`src/rtl/idecode_pkg.sv`:
```
// Shared decode definitions for the bexkat1 decode stage.
// Instruction types, field positions and the decoded bundle.
package bexkat1Def;

    localparam int NREGS    = 16;
    localparam int DWIDTH   = 32;
    localparam int RIDX     = 4;

    localparam int TYPE_LSB = 28;
    localparam int OP_LSB   = 24;
    localparam int RA_LSB   = 20;
    localparam int RB_LSB   = 16;
    localparam int RC_LSB   = 12;
    localparam int IMM_LSB  = 1;
    localparam int IMM_W    = 15;
    localparam int LONG_BIT = 0;

    typedef enum logic [3:0] {
        T_INH    = 4'd0,
        T_REG    = 4'd1,
        T_IMM    = 4'd2,
        T_LOAD   = 4'd3,
        T_STORE  = 4'd4,
        T_BRANCH = 4'd5,
        T_JUMP   = 4'd6
    } itype_e;

    typedef struct packed {
        logic              valid;
        logic [31:0]       pc;
        logic [3:0]        typ;
        logic [3:0]        op;
        logic [RIDX-1:0]   dest;
        logic              dest_we;
        logic [DWIDTH-1:0] a;
        logic [DWIDTH-1:0] b;
        logic [31:0]       imm;
        logic              exc;
    } bundle_t;

    function automatic logic [31:0] sext15(input logic [IMM_W-1:0] v);
        return {{(32-IMM_W){v[IMM_W-1]}}, v};
    endfunction

endpackage

```
`src/rtl/idecode_regfile.sv`:
```
// 16x32 register file: two combinational read ports, one write port.
// Reads see a same-cycle write through the internal bypass.
module idecode_regfile
    import bexkat1Def::*;
(
    input  logic        clk_i,
    input  logic        rst_i,
    input  logic        we_i,
    input  logic [3:0]  waddr_i,
    input  logic [31:0] wdata_i,
    input  logic [3:0]  raddr_a_i,
    output logic [31:0] rdata_a_o,
    input  logic [3:0]  raddr_b_i,
    output logic [31:0] rdata_b_o
);

    logic [DWIDTH-1:0] mem_q [NREGS];
    logic [DWIDTH-1:0] mem_d [NREGS];

    // Next-state array; reads come from it so writes bypass to readers.
    always_comb begin
        mem_d = mem_q;
        if (we_i) mem_d[waddr_i] = wdata_i;
    end

    assign rdata_a_o = mem_d[raddr_a_i];
    assign rdata_b_o = mem_d[raddr_b_i];

    // Storage, cleared on reset.
    always_ff @(posedge clk_i or posedge rst_i) begin
        if (rst_i) begin
            for (int i = 0; i < NREGS; i++) mem_q[i] <= '0;
        end else begin
            mem_q <= mem_d;
        end
    end

endmodule

```
`src/rtl/idecode.sv`:
```
// Decode/register-read stage with pending-write scoreboard.
// IDECODE_WB_BYPASS_EN: same-cycle writeback resolves hazards.
module idecode
    import bexkat1Def::*;
(
    input  logic        clk_i,
    input  logic        rst_i,
    input  logic [63:0] ir_i,
    input  logic [31:0] pc_i,
    input  logic        flush_i,
    input  logic        stall_i,
    output logic        stall_o,
    input  logic        wb_we_i,
    input  logic [3:0]  wb_reg_i,
    input  logic [31:0] wb_data_i,
    output logic        valid_o,
    output logic [31:0] pc_o,
    output logic [3:0]  type_o,
    output logic [3:0]  op_o,
    output logic [3:0]  dest_o,
    output logic        dest_we_o,
    output logic [31:0] a_data_o,
    output logic [31:0] b_data_o,
    output logic [31:0] imm_o,
    output logic        exc_o
);

    logic [3:0]  typ, op, ra, rb, rc, b_idx;
    logic        rd_a, rd_b, rd_c, dwe, ill, bub;
    logic [31:0] imm, a_rdata, b_rdata;
    logic [15:0] wb_hit, busy, sb_q, sb_d;
    logic        hazard, load, kill;
    bundle_t     out_q, out_d;

    assign typ   = ir_i[TYPE_LSB +: 4];
    assign op    = ir_i[OP_LSB +: 4];
    assign ra    = ir_i[RA_LSB +: 4];
    assign rb    = ir_i[RB_LSB +: 4];
    assign rc    = ir_i[RC_LSB +: 4];
    assign bub   = (ir_i == 64'h0);
    assign imm   = ir_i[LONG_BIT] ? ir_i[63:32]
                                  : sext15(ir_i[IMM_LSB +: IMM_W]);
    assign b_idx = (typ == T_STORE) ? ra : rc;

    // Per-type source usage and destination write.
    always_comb begin
        rd_a = 1'b0;
        rd_b = 1'b0;
        rd_c = 1'b0;
        dwe  = 1'b0;
        ill  = 1'b0;
        case (typ)
            T_INH:    ;
            T_REG:    begin rd_b = 1'b1; rd_c = 1'b1; dwe = 1'b1; end
            T_IMM:    begin rd_b = 1'b1; dwe = 1'b1; end
            T_LOAD:   begin rd_b = 1'b1; dwe = 1'b1; end
            T_STORE:  begin rd_b = 1'b1; rd_a = 1'b1; end
            T_BRANCH: begin rd_b = 1'b1; rd_c = 1'b1; end
            T_JUMP:   ;
            default:  ill = 1'b1;
        endcase
    end

    idecode_regfile u_rf (
        .clk_i     (clk_i),
        .rst_i     (rst_i),
        .we_i      (wb_we_i),
        .waddr_i   (wb_reg_i),
        .wdata_i   (wb_data_i),
        .raddr_a_i (rb),
        .rdata_a_o (a_rdata),
        .raddr_b_i (b_idx),
        .rdata_b_o (b_rdata)
    );

    // Registers that block a reader this cycle.
    always_comb begin
        wb_hit = wb_we_i ? (16'h1 << wb_reg_i) : 16'h0;
`ifdef IDECODE_WB_BYPASS_EN
        busy = sb_q & ~wb_hit;
`else
        busy = sb_q | wb_hit;
`endif
        hazard = (rd_b & busy[rb]) | (rd_c & busy[rc]) | (rd_a & busy[ra]);
    end

    assign stall_o = stall_i | hazard;
    assign load    = !stall_i && !hazard && !flush_i && !bub;
    assign kill    = flush_i && stall_i && out_q.valid && out_q.dest_we;

    // Output bundle: hold on stall, bubble on hazard/flush, else latch.
    always_comb begin
        out_d = out_q;
        if (load) begin
            out_d.valid   = 1'b1;
            out_d.pc      = pc_i;
            out_d.typ     = typ;
            out_d.op      = op;
            out_d.dest    = ra;
            out_d.dest_we = dwe;
            out_d.a       = a_rdata;
            out_d.b       = b_rdata;
            out_d.imm     = imm;
            out_d.exc     = ill;
        end else if (!stall_i || flush_i) begin
            out_d.valid   = 1'b0;
            out_d.dest_we = 1'b0;
            out_d.exc     = 1'b0;
        end
    end

    // Pending bits: clear on writeback or kill, set on issue (set wins).
    always_comb begin
        sb_d = sb_q;
        if (wb_we_i) sb_d[wb_reg_i] = 1'b0;
        if (kill) sb_d[out_q.dest] = 1'b0;
        if (load && dwe) sb_d[ra] = 1'b1;
    end

    // State registers.
    always_ff @(posedge clk_i or posedge rst_i) begin
        if (rst_i) begin
            out_q <= '0;
            sb_q  <= '0;
        end else begin
            out_q <= out_d;
            sb_q  <= sb_d;
        end
    end

    assign valid_o   = out_q.valid;
    assign pc_o      = out_q.pc;
    assign type_o    = out_q.typ;
    assign op_o      = out_q.op;
    assign dest_o    = out_q.dest;
    assign dest_we_o = out_q.dest_we;
    assign a_data_o  = out_q.a;
    assign b_data_o  = out_q.b;
    assign imm_o     = out_q.imm;
    assign exc_o     = out_q.exc;

endmodule
```
`config.mk`:
```
export PLATFORM = sky130hd
export DESIGN_NAME = idecode
export DESIGN_NICKNAME = d
export VERILOG_FILES = /design/src/rtl/idecode_pkg.sv /design/src/rtl/idecode_regfile.sv /design/src/rtl/idecode.sv
export SDC_FILE = /design/constraint.sdc
export NUM_CORES = 2
export LEC_CHECK = 0
export BUFFER_PORTS_ARGS = -buffer_cell sky130_fd_sc_hd__buf_2
export CAP_MARGIN = 20
export CORE_UTILIZATION = 55
export CTS_CLUSTER_DIAMETER = 120
export DETAILED_ROUTE_END_ITERATION = 12
export PLACE_DENSITY = 0.79
export SYNTH_ARGS = -nofsm -noshare
export SYNTH_HDL_FRONTEND = slang
export SYNTH_SLANG_ARGS = --single-unit
```
`constraint.sdc`:
```
create_clock -name clk_i -period 24.4 [get_ports clk_i]
set_input_delay 6.1 -clock clk_i [delete_from_list [all_inputs] [get_ports clk_i]]
set_output_delay 6.1 -clock clk_i [all_outputs]
set_load 0.01 [all_outputs]
```
==> run metrics <==
Post-CTS Setup Repair Bufs 0; Seq/Total Area, Yosys 47.07%; I/O pins 281; number of synthesized register bits 671; site row count 93; RSZ-0062 raised after global routing no; routed vias 25,990; fraction of registers with async set/reset 100.0%; Tightest Pin Transition 1.087 ns; initial antenna violation count 5; TritonCTS Buffers 73; post-synthesis instance total 3,096; Synth Flop Type dfrtp_1; total global routing overflow 0; vias per inst 6.238; slowest CP cell nor2_4; syn_area_per_cell 11.52 um2; Synth Cell Area 0.03567 mm2; PwrDens 87.50 mW/mm2; Final WS setup 8.978 ns; Final nets 3,390; Max Freq 64.84 MHz; max_slew headroom 27.53%; final period utilization 63.20%; final instance area 0.04009 mm2; first-pass GRT wire length 156,600 um; Initial Utilization 55.54%; final count of hold timing violations 0; CTS tree built; Clock transition at path regs 0.06 ns; Detail Route Antenna Nets 0; largest net degree at the start of global routing 166; setup TNS 0 ns; Critical Path Most Common Cell buf_2; Die X 256.7 um; DRC Markers 1; Root Driver clkbuf_16; critical path launch point type primary input; clock sinks 671; Synth area leaders dfrtp_1 47%, mux2i_1 13%, mux2_2 9.2%; Mapped Nets 3,233; final hold slack 0.4948 ns; share of the synthesized area in the top cell type 47.07%; Hold WC Path Type flop to flop; Final min period 15.42 ns; final setup violation count 0; Routed wire per std cell 24.44 um; CP Max Fanout 18; Critical path origin wb_reg_i[2]; reg2reg path depth 9; worst path cell trace buf_2 > nand2_1 > nor2_4 > buf_4 > nor2_1 > a2111oi_2 > nor4_1 > o41ai_2 > nand2b_1 > buf_2; Core ar. 0.06423 mm2; vias in the first global route 26,410; clk_lat worst skew 0.63 ns; area of the die 0.06588 mm2; # resized after CTS 0; Worst Path Arrival 9.32 ns; WP depth 10; crit path capture type output port; Crit Reg-Reg Startpoint sb_q[2]; gpl congestion 0.9318; r2r endpoint pc_o[2]; clock skew 0.02010 ns; drt first-iter violations 2,741; failing checks design-rule violations; share of post-route cells with drive strength above 1 29.45%; All-Layer GR Usage 30.84%; Tot Pwr 0.003508 W; # port buffers 280; EDFF count, synth 0; Area growth, synth to finish 12.39%; Yosys Warn Count 0; crit path capture stall_o; crit-path max cell delay 0.76 ns; pre-CTS setup slack 9.041 ns; hold_buf cts 0; Post-DP HPWL 60,830 um; TritonRoute pass-1 iters 9; status finished, violations left; Post-DP Area 0.03760 mm2; top cell family by delay on the critical path simple AND/OR/NAND/NOR gates; Die Span Y 256.7 um; Max clock buf depth 3; Routed WL 101,800 um; post-synth top area cell dfrtp_1; CP Class primary input to output port; Max Slew Vio Count 0; crit path buf inv count 3; Yosys cell types 71; Max rail drop VDD 0.00004884 V; H-tree Lvls 3; Pleak 19.67 nW; Crit path required time 18.30 ns; Worst R2R Setup Slack 19.77 ns; max_cap viols 0
## cell type report
| cell class | instances | area [um2] |
|---|---|---|
| antenna | 1 | 2.502 |
| clock buffer | 99 | 2117 |
| clock inverter | 34 | 356.6 |
| fill | 4928 | 24140 |
| inverter | 397 | 1494 |
| multi-input combinational | 1783 | 16480 |
| sequential | 671 | 16790 |
| tap | 855 | 1070 |
| timing repair buffer | 327 | 1787 |
## cell usage in the layout (no fill, tap or decap), types with 6 or more instances in the layout
| cell | n |
|---|---|
| dfrtp_1 | 671 |
| mux2i_1 | 443 |
| inv_1 | 395 |
| mux2_2 | 289 |
| buf_2 | 278 |
| nand2_1 | 183 |
| nor2_1 | 146 |
| mux4_2 | 124 |
| clkbuf_16 | 75 |
| o22ai_1 | 63 |
| mux2_4 | 61 |
| a21oi_1 | 56 |
| o21ai_0 | 46 |
| buf_4 | 46 |
| a211oi_1 | 37 |
| o31ai_1 | 34 |
| nor4_1 | 33 |
| o221ai_1 | 31 |
| nor3_1 | 29 |
| o32ai_1 | 23 |
| clkinv_2 | 20 |
| a22oi_1 | 19 |
| nand2b_1 | 17 |
| a32oi_1 | 16 |
| clkbuf_8 | 15 |
| clkbuf_1 | 9 |
| nand2_2 | 8 |
| nor2b_1 | 7 |
| nor2_4 | 7 |
| o221a_2 | 7 |
| a21o_1 | 6 |
| o2bb2ai_1 | 6 |
## flip-flops by register name, summed over array words and instances, names as in the netlist, 4 cells and up
register / cells
a_data_o: 32
b_data_o: 32
type_o: 4
sb_q: 16
dest_o: 4
op_o: 4
u_rf.mem_q: 512
pc_o: 32
imm_o: 32
## logic make-up after synthesis
kind of cell,synth area share [%]
AOI/OAI and AO/OA,7.642
and+or+nand+nor,6.110
muxes,32.08
DFF,47.07
buffers and inverters,7.102
## through the flow
stage,cells,util (%)
final,4167,62.42
after global routing,4167,62.42
after CTS,4165,62.39
after detailed placement,4032,58.54
after global placement,4032,58.54
after floorplan,3096,-
## power by group
group	total (W)	internal, W	switching, W
Sequential	0.00146	0.00137	0.0000928
Combinational	0.000911	0.000411	0.000500
Clock	0.00113	0.000665	0.000467
## worst min-delay path by stage
| stage | startpoint | depth (start not counted) | to | slack, ns |
|---|---|---|---|---|
| 2_1_floorplan | u_rf.mem_q[260] | 2 | u_rf.mem_q[260] | 0.45 |
| 3_3_place_gp | u_rf.mem_q[176] | 2 | u_rf.mem_q[176] | 0.47 |
| 3_5_place_dp | u_rf.mem_q[53] | 2 | u_rf.mem_q[53] | 0.48 |
| 4_1_cts | u_rf.mem_q[63] | 2 | u_rf.mem_q[63] | 0.50 |
| 5_1_grt | b_data_o[18] | 1 | b_data_o[18] | 0.51 |
| 6_report | u_rf.mem_q[117] | 2 | u_rf.mem_q[117] | 0.49 |
## worst register-to-register path, cell delays in order, from the launching register on
cell and delay, ns:
dfrtp_1 0.41, a21oi_1 0.35, a22o_1 0.21, o32ai_1 0.06
or3_1 0.40, a211oi_1 0.48, and3b_4 0.57, buf_4 0.73
buf_4 0.78, mux2_2 0.52
## routing by layer
metal / global-route usage, % / wire length, um / share of wire, %
met3: 6.811 / 8647 / 8.5
met1: 41.18 / 41210 / 40
met2: 48.45 / 47420 / 47
met4: 13.57 / 4491 / 4.4
met5: 0 / 57 / 0.056
## synth_stat cells (46+ instances only)
| cell | number |
|---|---|
| a21oi_1 | 56 |
| o21ai_0 | 46 |
| o22ai_1 | 63 |
| mux2_2 | 290 |
| mux2i_1 | 448 |
| inv_1 | 396 |
| clkbuf_1 | 156 |
| dfrtp_1 | 671 |
| mux2_4 | 60 |
| nor2_1 | 149 |
| nand2_1 | 191 |
| buf_2 | 51 |
| mux4_2 | 124 |
(Power assumes the default switching activity.)
